### src/rtl/vend_pkg.sv
// rtl/vend_pkg.sv - shared state encodings and coin constants for the vending controller
package vend_pkg;

    // Two-bit registered state encoding
    localparam logic [1:0] ST_IDLE     = 2'd0;
    localparam logic [1:0] ST_CREDIT   = 2'd1;
    localparam logic [1:0] ST_DISPENSE = 2'd2;
    localparam logic [1:0] ST_CHANGE   = 2'd3;

    // Credit is counted in quarters
    localparam int unsigned QUARTER_UNITS = 1;
    localparam int unsigned DOLLAR_UNITS  = 4;

    // Four products, two-bit index
    localparam int unsigned ID_W = 2;

endpackage

### src/rtl/vend_price_lut.sv
// rtl/vend_price_lut.sv - combinational product index to price (quarters) table
module vend_price_lut
    import vend_pkg::*;
#(
    parameter int CW     = 5,
    parameter int PRICE0 = 4,
    parameter int PRICE1 = 3,
    parameter int PRICE2 = 6,
    parameter int PRICE3 = 2
) (
    input  logic [ID_W-1:0] sel_id,
    output logic [CW-1:0]   price
);

    // Price lookup; kept standalone so a product line can swap its table
    always_comb begin
        price = CW'(PRICE0);
        case (sel_id)
            2'd0:    price = CW'(PRICE0);
            2'd1:    price = CW'(PRICE1);
            2'd2:    price = CW'(PRICE2);
            2'd3:    price = CW'(PRICE3);
            default: price = CW'(PRICE0);
        endcase
    end

endmodule

### src/rtl/vend_controller.sv
// rtl/vend_controller.sv - coin credit, selection, dispense and change sequencer (optional VEND_IDLE_TIMEOUT_EN)
module vend_controller
    import vend_pkg::*;
#(
    parameter int CW          = 5,
    parameter int MAX_CREDIT  = 16,
    parameter int PRICE0      = 4,
    parameter int PRICE1      = 3,
    parameter int PRICE2      = 6,
    parameter int PRICE3      = 2,
    parameter int TIMEOUT_CYC = 1000
) (
    input  logic            clk,
    input  logic            rstn,
    input  logic            quarter,
    input  logic            dollar,
    input  logic            sel_valid,
    input  logic [ID_W-1:0] sel_id,
    input  logic            cancel,
    input  logic            disp_ack,
    input  logic            chg_ack,
    output logic            disp_req,
    output logic [ID_W-1:0] disp_id,
    output logic            chg_req,
    output logic [CW-1:0]   credit,
    output logic            busy,
    output logic            coin_rej,
    output logic            sel_err
);

    logic [1:0]      state_q, state_d;
    logic [CW-1:0]   credit_q, credit_d;
    logic [ID_W-1:0] disp_id_q, disp_id_d;
    logic            coin_rej_q, coin_rej_d;
    logic            sel_err_q, sel_err_d;

    logic [CW-1:0]   price;
    logic            coin_in;
    logic [CW:0]     coin_add;
    logic [CW:0]     base;
    logic [CW:0]     sum;
    logic            go_disp;
    logic            tmo_fire;

    vend_price_lut #(
        .CW     (CW),
        .PRICE0 (PRICE0),
        .PRICE1 (PRICE1),
        .PRICE2 (PRICE2),
        .PRICE3 (PRICE3)
    ) u_price_lut (
        .sel_id (sel_id),
        .price  (price)
    );

    assign coin_in  = quarter | dollar;
    assign coin_add = (dollar  ? (CW+1)'(DOLLAR_UNITS)  : '0)
                    + (quarter ? (CW+1)'(QUARTER_UNITS) : '0);

`ifdef VEND_IDLE_TIMEOUT_EN
    localparam int TW = $clog2(TIMEOUT_CYC + 1) + 1;
    logic [TW-1:0] tmo_q, tmo_d;
    logic          activity;

    assign activity = coin_in | sel_valid | cancel;
    assign tmo_fire = (state_q == ST_CREDIT) && !activity && (tmo_q == TW'(TIMEOUT_CYC - 1));

    // Idle counter runs only while holding credit with no customer activity
    always_comb begin
        tmo_d = '0;
        if (state_q == ST_CREDIT && !activity && !tmo_fire) begin
            tmo_d = tmo_q + 1'b1;
        end
    end

    // Idle counter register
    always_ff @(posedge clk or negedge rstn) begin
        if (!rstn) begin
            tmo_q <= '0;
        end else begin
            tmo_q <= tmo_d;
        end
    end
`else
    logic unused_timeout;
    assign unused_timeout = (TIMEOUT_CYC == 0);
    assign tmo_fire       = 1'b0;
`endif

    // Next-state, credit arithmetic and one-cycle status pulses
    always_comb begin
        state_d    = state_q;
        credit_d   = credit_q;
        disp_id_d  = disp_id_q;
        coin_rej_d = 1'b0;
        sel_err_d  = 1'b0;
        base       = {1'b0, credit_q};
        sum        = {1'b0, credit_q};
        go_disp    = 1'b0;

        case (state_q)
            ST_IDLE, ST_CREDIT: begin
                // Selection is judged on credit before any same-cycle coin
                if (sel_valid) begin
                    if (credit_q >= price) begin
                        base      = {1'b0, credit_q - price};
                        go_disp   = 1'b1;
                        disp_id_d = sel_id;
                    end else begin
                        sel_err_d = 1'b1;
                    end
                end
                // A coin that would overflow the ceiling is refused whole
                sum = base + coin_add;
                if (coin_in && (sum > (CW+1)'(MAX_CREDIT))) begin
                    coin_rej_d = 1'b1;
                    sum        = base;
                end
                credit_d = sum[CW-1:0];

                if (go_disp) begin
                    state_d = ST_DISPENSE;
                end else if ((cancel || tmo_fire) && state_q == ST_CREDIT) begin
                    state_d = ST_CHANGE;
                end else begin
                    state_d = (credit_d != '0) ? ST_CREDIT : ST_IDLE;
                end
            end

            ST_DISPENSE: begin
                coin_rej_d = coin_in;
                if (disp_ack) begin
                    state_d = (credit_q != '0) ? ST_CHANGE : ST_IDLE;
                end
            end

            ST_CHANGE: begin
                coin_rej_d = coin_in;
                if (credit_q == '0) begin
                    state_d = ST_IDLE;
                end else if (chg_ack) begin
                    credit_d = credit_q - 1'b1;
                    if (credit_q == CW'(1)) begin
                        state_d = ST_IDLE;
                    end
                end
            end

            default: begin
                state_d = ST_IDLE;
            end
        endcase
    end

    // Controller state register; reset drops every handshake at once
    always_ff @(posedge clk or negedge rstn) begin
        if (!rstn) begin
            state_q    <= ST_IDLE;
            credit_q   <= '0;
            disp_id_q  <= '0;
            coin_rej_q <= 1'b0;
            sel_err_q  <= 1'b0;
        end else begin
            state_q    <= state_d;
            credit_q   <= credit_d;
            disp_id_q  <= disp_id_d;
            coin_rej_q <= coin_rej_d;
            sel_err_q  <= sel_err_d;
        end
    end

    assign disp_req = (state_q == ST_DISPENSE);
    assign chg_req  = (state_q == ST_CHANGE);
    assign busy     = disp_req | chg_req;
    assign disp_id  = disp_id_q;
    assign credit   = credit_q;
    assign coin_rej = coin_rej_q;
    assign sel_err  = sel_err_q;

endmodule

### config.mk
export PLATFORM = sky130hd
export DESIGN_NAME = vend_controller
export DESIGN_NICKNAME = d
export VERILOG_FILES = /design/src/rtl/vend_pkg.sv /design/src/rtl/vend_price_lut.sv /design/src/rtl/vend_controller.sv
export SDC_FILE = /design/constraint.sdc
export NUM_CORES = 1
export LEC_CHECK = 0
export ABC_AREA = 1
export BUFFER_PORTS_ARGS = -buffer_cell sky130_fd_sc_hd__buf_2
export CAP_MARGIN = 10
export CORE_AREA = 2 2 51 53
export DETAILED_ROUTE_END_ITERATION = 7
export DIE_AREA = 0 0 53 55
export PLACE_DENSITY_LB_ADDON = 0.05
export RECOVER_POWER = 25
export SKIP_CTS_REPAIR_TIMING = 1
export SLEW_MARGIN = 25
export SYNTH_ARGS = -nofsm -noshare
export SYNTH_HDL_FRONTEND = slang
export SYNTH_HIERARCHICAL = 1
export SYNTH_SLANG_ARGS = --single-unit
### constraint.sdc
create_clock -name clk -period 3.49 [get_ports clk]
set_input_delay 0.349 -clock clk [delete_from_list [all_inputs] [get_ports clk]]
set_output_delay 0.349 -clock clk [all_outputs]
set_load 0.02 [all_outputs]
# Yosys cells after proc, flatten, opt, wreduce, memory -nomap -nowiden

Index checks and enable logic that the tools add are counted.

Bits in registers: 11
Bits in latches: 0
RAM bits: 0
Bits in read-only memories: 0
Input port bits: 10
Output and inout port bits: 12
Word-level logic and storage cells: 66
Memories kept: 0

Add/subtract/negate cells: 4
$mul: 0
Divide/modulo/power cells: 0
Order comparisons: 2
Eq/ne operators: 12
Shifts and indexed selects: 0
Multiplexer cells: 28
Bitwise operators: 2
Reduce and logical (&&, ||, !) cells: 13

Operators with widths:

| kind                | number |
|---|---|
| $mux 5              | 6 |
| $pmux 5 s4          | 1 |
| $mux 2              | 7 |
| $pmux 5 s2          | 1 |
| $reduce_bool 5->1   | 2 |
| $mux 1              | 9 |
| $reduce_and 3->1    | 3 |
| $eq 2x2->1 const B  | 4 |
| $add 6x4->6         | 1 |
| $gt 6x5->1 const B  | 1 |
| $mux 6              | 1 |
| $ne 2x2->1 const B  | 3 |
| $pmux 2 s3          | 1 |
| $eq 5x1->1 const B  | 1 |
| $ge 5x5->1          | 1 |
| $logic_not 5->1     | 1 |
| $sub 5x1->5 const B | 1 |
| $sub 5x5->5         | 1 |
| $add 3x1->4         | 1 |
| $eq 2x1->1 const B  | 2 |
| $logic_not 2->1     | 2 |
| $reduce_or 2->1     | 2 |
| $mux 3              | 1 |
| $ne 3x1->1 const B  | 1 |
| 5 further kinds     | 7 |

# Longest topological paths before layout

Gate-level depths: netlist (run 1).

Depth in word-level cells: 16
Mapped depth: 25
Mapped depth without buffers: 25

# Modules after synthesis

Netlist (run 1), hierarchy kept.

Modules (own cells, without submodules):

| module          | times used | cells an instance | area each (µm²) | seq. area each (µm²) |
|---|---|---|---|---|
| vend_controller | 1          | 175               | 1253.7          | 275.3 |
| vend_price_lut  | 1          | 7                 | 36.3            | 0.0 |

# Worst setup path before layout (run 1)

No wires, ideal clock.

Kind: flip-flop to flip-flop
Start: reg credit_q[0], in the netlist credit[0]
End: reg state_q[0]
Library setup time: 0.131 ns
Arrival time: 2.773 ns
Required time: 3.359 ns
Setup slack: 0.586 ns
Cell stages (with the launch flop): 22
Period minus slack after synthesis: 2.904 ns
Cells stage by stage: dfrtp_1 inv_1 ha_1 nand3_1 nor2_1 nor2_1 nand2_4 nand2_8 nand2_1 o21ai_0 ha_1 inv_1 nand3_1 nand3_2 nor2_4 nand3_4 nand3_1 nand2_1 nor2_1 nand3_1 nand2_1 a21oi_2

Longest elaborated chain between the ends: 14
Elaborated cells between the ends (all ways): 27

RTL lines:

| element                                   | line                                           | RTL |
|---|---|---|
| start: declaration                        | vend_controller.sv:32                          | `logic [CW-1:0] credit_q, credit_d;` |
| start signal: assignment                  | vend_controller.sv:165                         | `credit_q <= credit_d;` |
| $sub 5x5->5 or $ge 5x5->1 (tied branches) | vend_controller.sv:106, vend_controller.sv:105 |  |
| $mux 5                                    | vend_controller.sv:105                         | `if (credit_q >= price) begin` |
| $mux 5                                    | vend_controller.sv:104                         | `if (sel_valid) begin` |
| $mux 6                                    | vend_controller.sv:101                         | `case (state_q)` |
| $add 6x4->6                               | vend_controller.sv:114                         | `sum = base + coin_add;` |
| $gt 6x5->1                                | vend_controller.sv:115                         | `if (coin_in && (sum > (CW+1)'(MAX_CREDIT))) begin` |
| $logic_and 1x1->1                         | vend_controller.sv:115                         |  |
| $mux 5                                    | vend_controller.sv:115                         |  |
| $mux 5                                    | vend_controller.sv:101                         |  |
| $reduce_bool 5->1                         | vend_controller.sv:126                         | `state_d = (credit_d != '0) ? ST_CREDIT : ST_IDLE;` |
| $mux 1                                    | vend_controller.sv:126                         |  |
| $mux 2                                    | vend_controller.sv:123                         | `end else if ((cancel \|\| tmo_fire) && state_q == ST_CREDIT) begin` |
| $mux 2                                    | vend_controller.sv:121                         | `if (go_disp) begin` |
| $pmux 2 s3                                | vend_controller.sv:101                         |  |
| end signal: assignment                    | vend_controller.sv:164                         | `state_q <= state_d;` |
| end: declaration                          | vend_controller.sv:31                          | `logic [1:0] state_q, state_d;` |

Parallel ways exist; a longest one is shown, timed or not. The select of a mux whose other input is x is not followed.
A chain may end at the register's enable or synchronous reset.

# Worst setup path in the final report (run 1)

Start: reg credit_q[2], in the netlist credit[2]
End: reg state_q[0]

The elaborated chain is that of the path after synthesis.

==> flow_summary.toml, run 1 <==
[clock_network]
h-tree-depth = 1
worstSkewPairLatency_ns = 0.27
clockBufferDepth = 2
clk_pin_slew_ns = 0.07
tritoncts = "done"
cts.sinks = 11
cts_buffers = 3
cts_root_buf = "clkbuf_4"

[power_and_ir_drop]
combPwrFrac_pct = 78.8
p_switching_uw = 956
p_sw_share_pct = 57.6
p_clk_share_pct = 5.3
p_leak_nw = 0.813
p_int_uw = 705
power_frac_seq_pct = 15.9
power_density_nw_per_um2 = 1140
vdd_drop_max_uv = 641

[route]
wl_per_cell_um = 11.4
drc = 0
drt-initial-drc-count = 22
wl_um = 2710
via_count = 1202
first_pass_iters = 5
final_antenna_net_count = 0
vias_per_cell = 5.07

[sta]
timing.final.crit_share_pct = 91.0
whs_ns = 0.329
hold_violations = 0
rsz0062_at_grt = "no"
setup_viol = 0
worst_clock_skew_ns = 0.00113
fin_tns_setup_ns = 0
final.min_clock_period_ns = 3.18
max-slew-margin-rel_pct = 60.3
report.final.slew_viol_count = 0
tightest_slew_ns = 0.595
fmax_mhz = 315

[cells_and_area]
drive_above_1_share_pct = 26.6
mostFrequentLayoutCells = "nand2_1 (43), inv_1 (26), buf_2 (20)"
antenna_cells = 0
final_common_cell = "nand2_1"
final_nets = 230
area_delta_synth_final_pct = 13.3

[setup_path]
cp_common_cell = "nand3_1"
crit_buf_inv = 1
crit_required_ns = 3.65
rr_startpoint = "credit[2]"
worst_path_dominant_cell_family = "simple AND/OR/NAND/NOR gates"
crit_path_start = "credit[2]"
cp_max_fo = 9
slowest_delay_ns = 0.45
arrival_ns = 3.33
start_kind = "flop"
crit_chain = "ha_1, nand3_1, nand2_1, nand2_2, nand2_4, nand2_8, o21ai_0, ha_1, inv_1, nand3_1, nand3_2, nor2_4, nand3_4, nand3_1, nand2_1, nor2_1, nand3_1, nand2_1, a21oi_2"
crit_type = "flop to flop"
crit_slowest_cell = "dfrtp_1"
worst_setup_path_end_kind = "flop"

[synthesis]
syn_inst = 182
netlist_area_um2 = 1290
synth.avg_cell_area_um2 = 7.09
synth.distinct_cells = 35
ys_seq_area_share_pct = 21.3
synth_edf_count = 0
yosys-top-cells-area = "dfrtp_1 (21%), nand2_1 (13%), ha_1 (11%)"
async_flop_share_pct = 100
yosys.area.top_type_share_pct = 21.3
yosysWarningCount = 6
synthFlopType = "dfrtp_1"
yosysTopAreaCell = "dfrtp_1"
synth-seq-cells = 11

[floorplan]
dieArea_um2 = 2920
initial_core_util_pct = 54.6
core_um2 = 2360
io_pins = 22
die_w_um = 53
fp.dieH_um = 55
fp-row-count = 18

[job]
cap_violations = 0

[min_path]
hold_start = "disp_ack"
hold_path_class = "input pin to flop"

[status]
outcome = "completed"

[placed_design]
hpwl_um = 2250
gp_congestion = 0.898
io_buffers = 21

[grt]
grtUsageTotal_pct = 22.0
grt_pass1_wl_um = 4620
grt_max_degree = 12
antenna_found_initial = 0
overflow = 0
grt_pass1_vias = 1086
power by group through the flow:
stage | Combinational [mW] | Clock [mW] | Sequential, mW
floorplan | 0.978 | 0 | 0.317
global placement | 1.29 | 0 | 0.265
detailed placement | 1.30 | 0 | 0.268
CTS | 1.31 | 0.0903 | 0.266
global route | 1.47 | 0.100 | 0.275
finish | 1.31 | 0.0879 | 0.265
worst register-to-register path, stage by stage, from the launching register on:
cell and delay, ns:
dfrtp_1 0.45, ha_1 0.40, nand3_1 0.13, nand2_1 0.12
nand2_2 0.07, nand2_4 0.11, nand2_8 0.09, o21ai_0 0.34
ha_1 0.33, inv_1 0.06, nand3_1 0.12, nand3_2 0.11
nor2_4 0.13, nand3_4 0.11, nand3_1 0.09, nand2_1 0.08
nor2_1 0.11, nand3_1 0.08, nand2_1 0.08, a21oi_2 0.05
per-stage QoR:
stage               util [%]  worst slack, ns  cells  instance area [µm²]  power, mW
finish                  61.8            0.313    237                 1460       1.66
global route            61.8           0.0808    237                 1460       1.84
CTS                     61.4            0.302    236                 1450       1.67
detailed placement      60.3            0.223    232                 1430       1.57
global placement        60.3            0.300    232                 1430       1.56
floorplan                  -            0.586    183                 1290       1.29
cell families after synthesis:
logic type,Yosys count,share of synthesized area (%)
buf+inv,33,10.4
other cells,1,0.291
simple gates,104,43.9
xor+xnor,4,2.72
mux,2,1.75
flops,11,21.3
compound gates,15,7.37
fa+ha+maj,12,12.2
synth_stat cells, types with 4 or more instances:
cell / n
inv_1: 26
ha_1: 11
nand3_1: 17
nand2_1: 43
dfrtp_1: 11
nand4_1: 4
nand2_2: 6
nand2_4: 4
nor2_1: 16
routing by layer:
layer / wire length, µm / vias up / track usage [%] / part of all wire [%]
li1: - / 634 / - / -
met1: 1320 / 531 / 27.8 / 49
met2: 1220 / 30 / 38.8 / 45
met3: 111 / 7 / 1.34 / 4.1
met4: 61 / 0 / 9.83 / 2.3
met5: 0 / - / 0 / 0
path summary, 6_finish.rpt:
check / end / slack (ns) / cells after the start
min reg2reg: disp_id[1] / 0.51 / 1
max reg2reg: state_q[0] / 0.31 / 19
max in group asynchronous: credit[4] / 2.52 / 2
max: state_q[0] / 0.31 / 19
min in group asynchronous: state_q[0] / 0.59 / 2
min: state_q[0] / 0.33 / 3
cell type report:
type,count,area (µm²)
clock inverter,1,5.00
fill,230,903
inverter,30,115
timing repair buffer,23,121
multi-input combinational,139,885
clock buffer,3,22.5
sequential,11,275
tap,30,37.5
flip-flops by register name, summed over array words and instances (netlist names):
name      flops
state_q       2
coin_rej      1
credit        5
disp_id       2
sel_err       1
(Power assumes the default switching activity.)
==> run 2: changes to the inputs <==
==> constraint.sdc (replaced) <==
create_clock -name clk -period 3.49 [get_ports clk]
set_input_delay 0.5235 -clock clk [delete_from_list [all_inputs] [get_ports clk]]
set_output_delay 0.5235 -clock clk [all_outputs]
set_load 0.02 [all_outputs]
==> flow_summary.toml, run 2 (synthesized netlist as in run 1, its figures left out) <==
[clock_network]
h-tree-depth = 1
clockBufferDepth = 2
cts.sinks = 11
clk_pin_slew_ns = 0.08
worstSkewPairLatency_ns = 0.28
cts_root_buf = "clkbuf_4"
tritoncts = "done"
cts_buffers = 3

[route]
route.top_layer_used = "met4"
wl_um = 2790
wl_per_cell_um = 11.9
via_count = 1227
final_antenna_net_count = 0
vias_per_cell = 5.22
drc = 0
drt-initial-drc-count = 21
met3WireLength_um = 120
wl_met2_um = 1350
wl_met1_um = 1260
first_pass_iters = 4

[sta]
final.min_clock_period_ns = 3.13
setup_viol = 0
fmax_mhz = 319
hold_violations = 0
timing.final.crit_share_pct = 89.7
fin_ws_ns = 0.360
rsz0062_at_grt = "no"
report.final.slew_viol_count = 0
worst_clock_skew_ns = 0.00714
tightest_slew_ns = 0.586
fin_tns_setup_ns = 0
max-slew-margin-rel_pct = 60.9

[cells_and_area]
largest_reg_flops = 5
fin_util_pct = 61.1
final_common_cell = "nand2_1"
stdcell_count = 235
mostFrequentLayoutCells = "nand2_1 (43), inv_1 (26), buf_2 (20)"
drive_above_1_share_pct = 26.3
final_nets = 228
area_delta_synth_final_pct = 11.9
antenna_cells = 0

[setup_path]
worst_setup_path_end_kind = "flop"
r2r_setup_slack_ns = 0.36
crit_chain = "inv_1, ha_1, nand3_1, nor2_1, nor2_1, nand2_4, nand2_8, o21ai_0, ha_1, inv_1, nand3_1, nand3_2, nor2_4, nand3_4, nand3_1, nand2_1, nor2_1, nand3_1, nand2_1, a21oi_2"
crit_slowest_cell = "dfrtp_1"
cp_common_cell = "nand3_1"
cp_max_fo = 9
crit_required_ns = 3.65
crit_buf_inv = 2
worst_path_dominant_cell_family = "simple AND/OR/NAND/NOR gates"
crit_type = "flop to flop"
start_kind = "flop"
arrival_ns = 3.29
slowest_delay_ns = 0.45

[floorplan]
fp-row-count = 18
dieArea_um2 = 2920
fp.dieH_um = 55
die_w_um = 53
core_um2 = 2360
io_pins = 22
initial_core_util_pct = 54.6

[status]
outcome = "completed"

[grt]
grt_pass1_vias = 1142
grt_pass1_wl_um = 4890
antenna_found_initial = 0
grt_max_degree = 12
overflow = 0
grtUsageTotal_pct = 23.0

[placed_design]
placedCellCount = 231
hpwl_um = 2320
gp_congestion = 0.909
dp_slack_ns = 0.125
io_buffers = 21

[job]
cap_violations = 0

[min_path]
hold_path_class = "input pin to asynchronous set/reset pin"
## run 2: cell count changes in the layout (fill, tap and decap cells not counted), sizes merged
cell | before | now
buf | 21 | 20
dlygate4sd3 | 1 | 0
## run 2: area by class of cell
cell class,count,area (µm²)
Sequential cell,11,275
Tap cell,30,37.5
Clock inverter,1,5.00
Clock buffer,3,22.5
Multi-Input combinational cell,139,885
Timing Repair Buffer,21,104
Fill cell,252,921
Inverter,30,115
## run 2: final timing paths
path,start,endpoint,depth (start not counted)
min in group clk,disp_id[0],disp_id[0],1
worst max register to register,credit[0],state_q[0],20
worst max-delay path,credit[0],state_q[0],20
worst min-delay path,rstn,state_q[0],1
worst min register to register,disp_id[0],disp_id[0],1
max in group asynchronous,rstn,disp_id[0],1
## run 2: per-layer routing
layer	global-route usage [%]	up-vias
met1	27.7	559
met4	10.7	0
li1	-	625
met5	0	-
met3	1.61	7
met2	41.9	36
## run 2: per-stage QoR
step	instance area (µm²)	hold WS (ns)
detailed placement	1420	0.416
global placement	1420	0.406
global route	1440	0.286
floorplan	1290	0.228
finish	1440	0.209
CTS	1450	0.105
## run 2: worst reg2reg max path: stages, from the launching register on
cell and delay [ns]:
dfrtp_1 0.45, inv_1 0.14, ha_1 0.33, nand3_1 0.09
nor2_1 0.11, nor2_1 0.07, nand2_4 0.12, nand2_8 0.09
o21ai_0 0.30, ha_1 0.30, inv_1 0.06, nand3_1 0.13
nand3_2 0.11, nor2_4 0.13, nand3_4 0.11, nand3_1 0.09
nand2_1 0.08, nor2_1 0.11, nand3_1 0.08, nand2_1 0.07
a21oi_2 0.05
Power of run 2 is not shown: default switching activity piles up to over one toggle a cycle in this logic, so the estimate is an artifact.
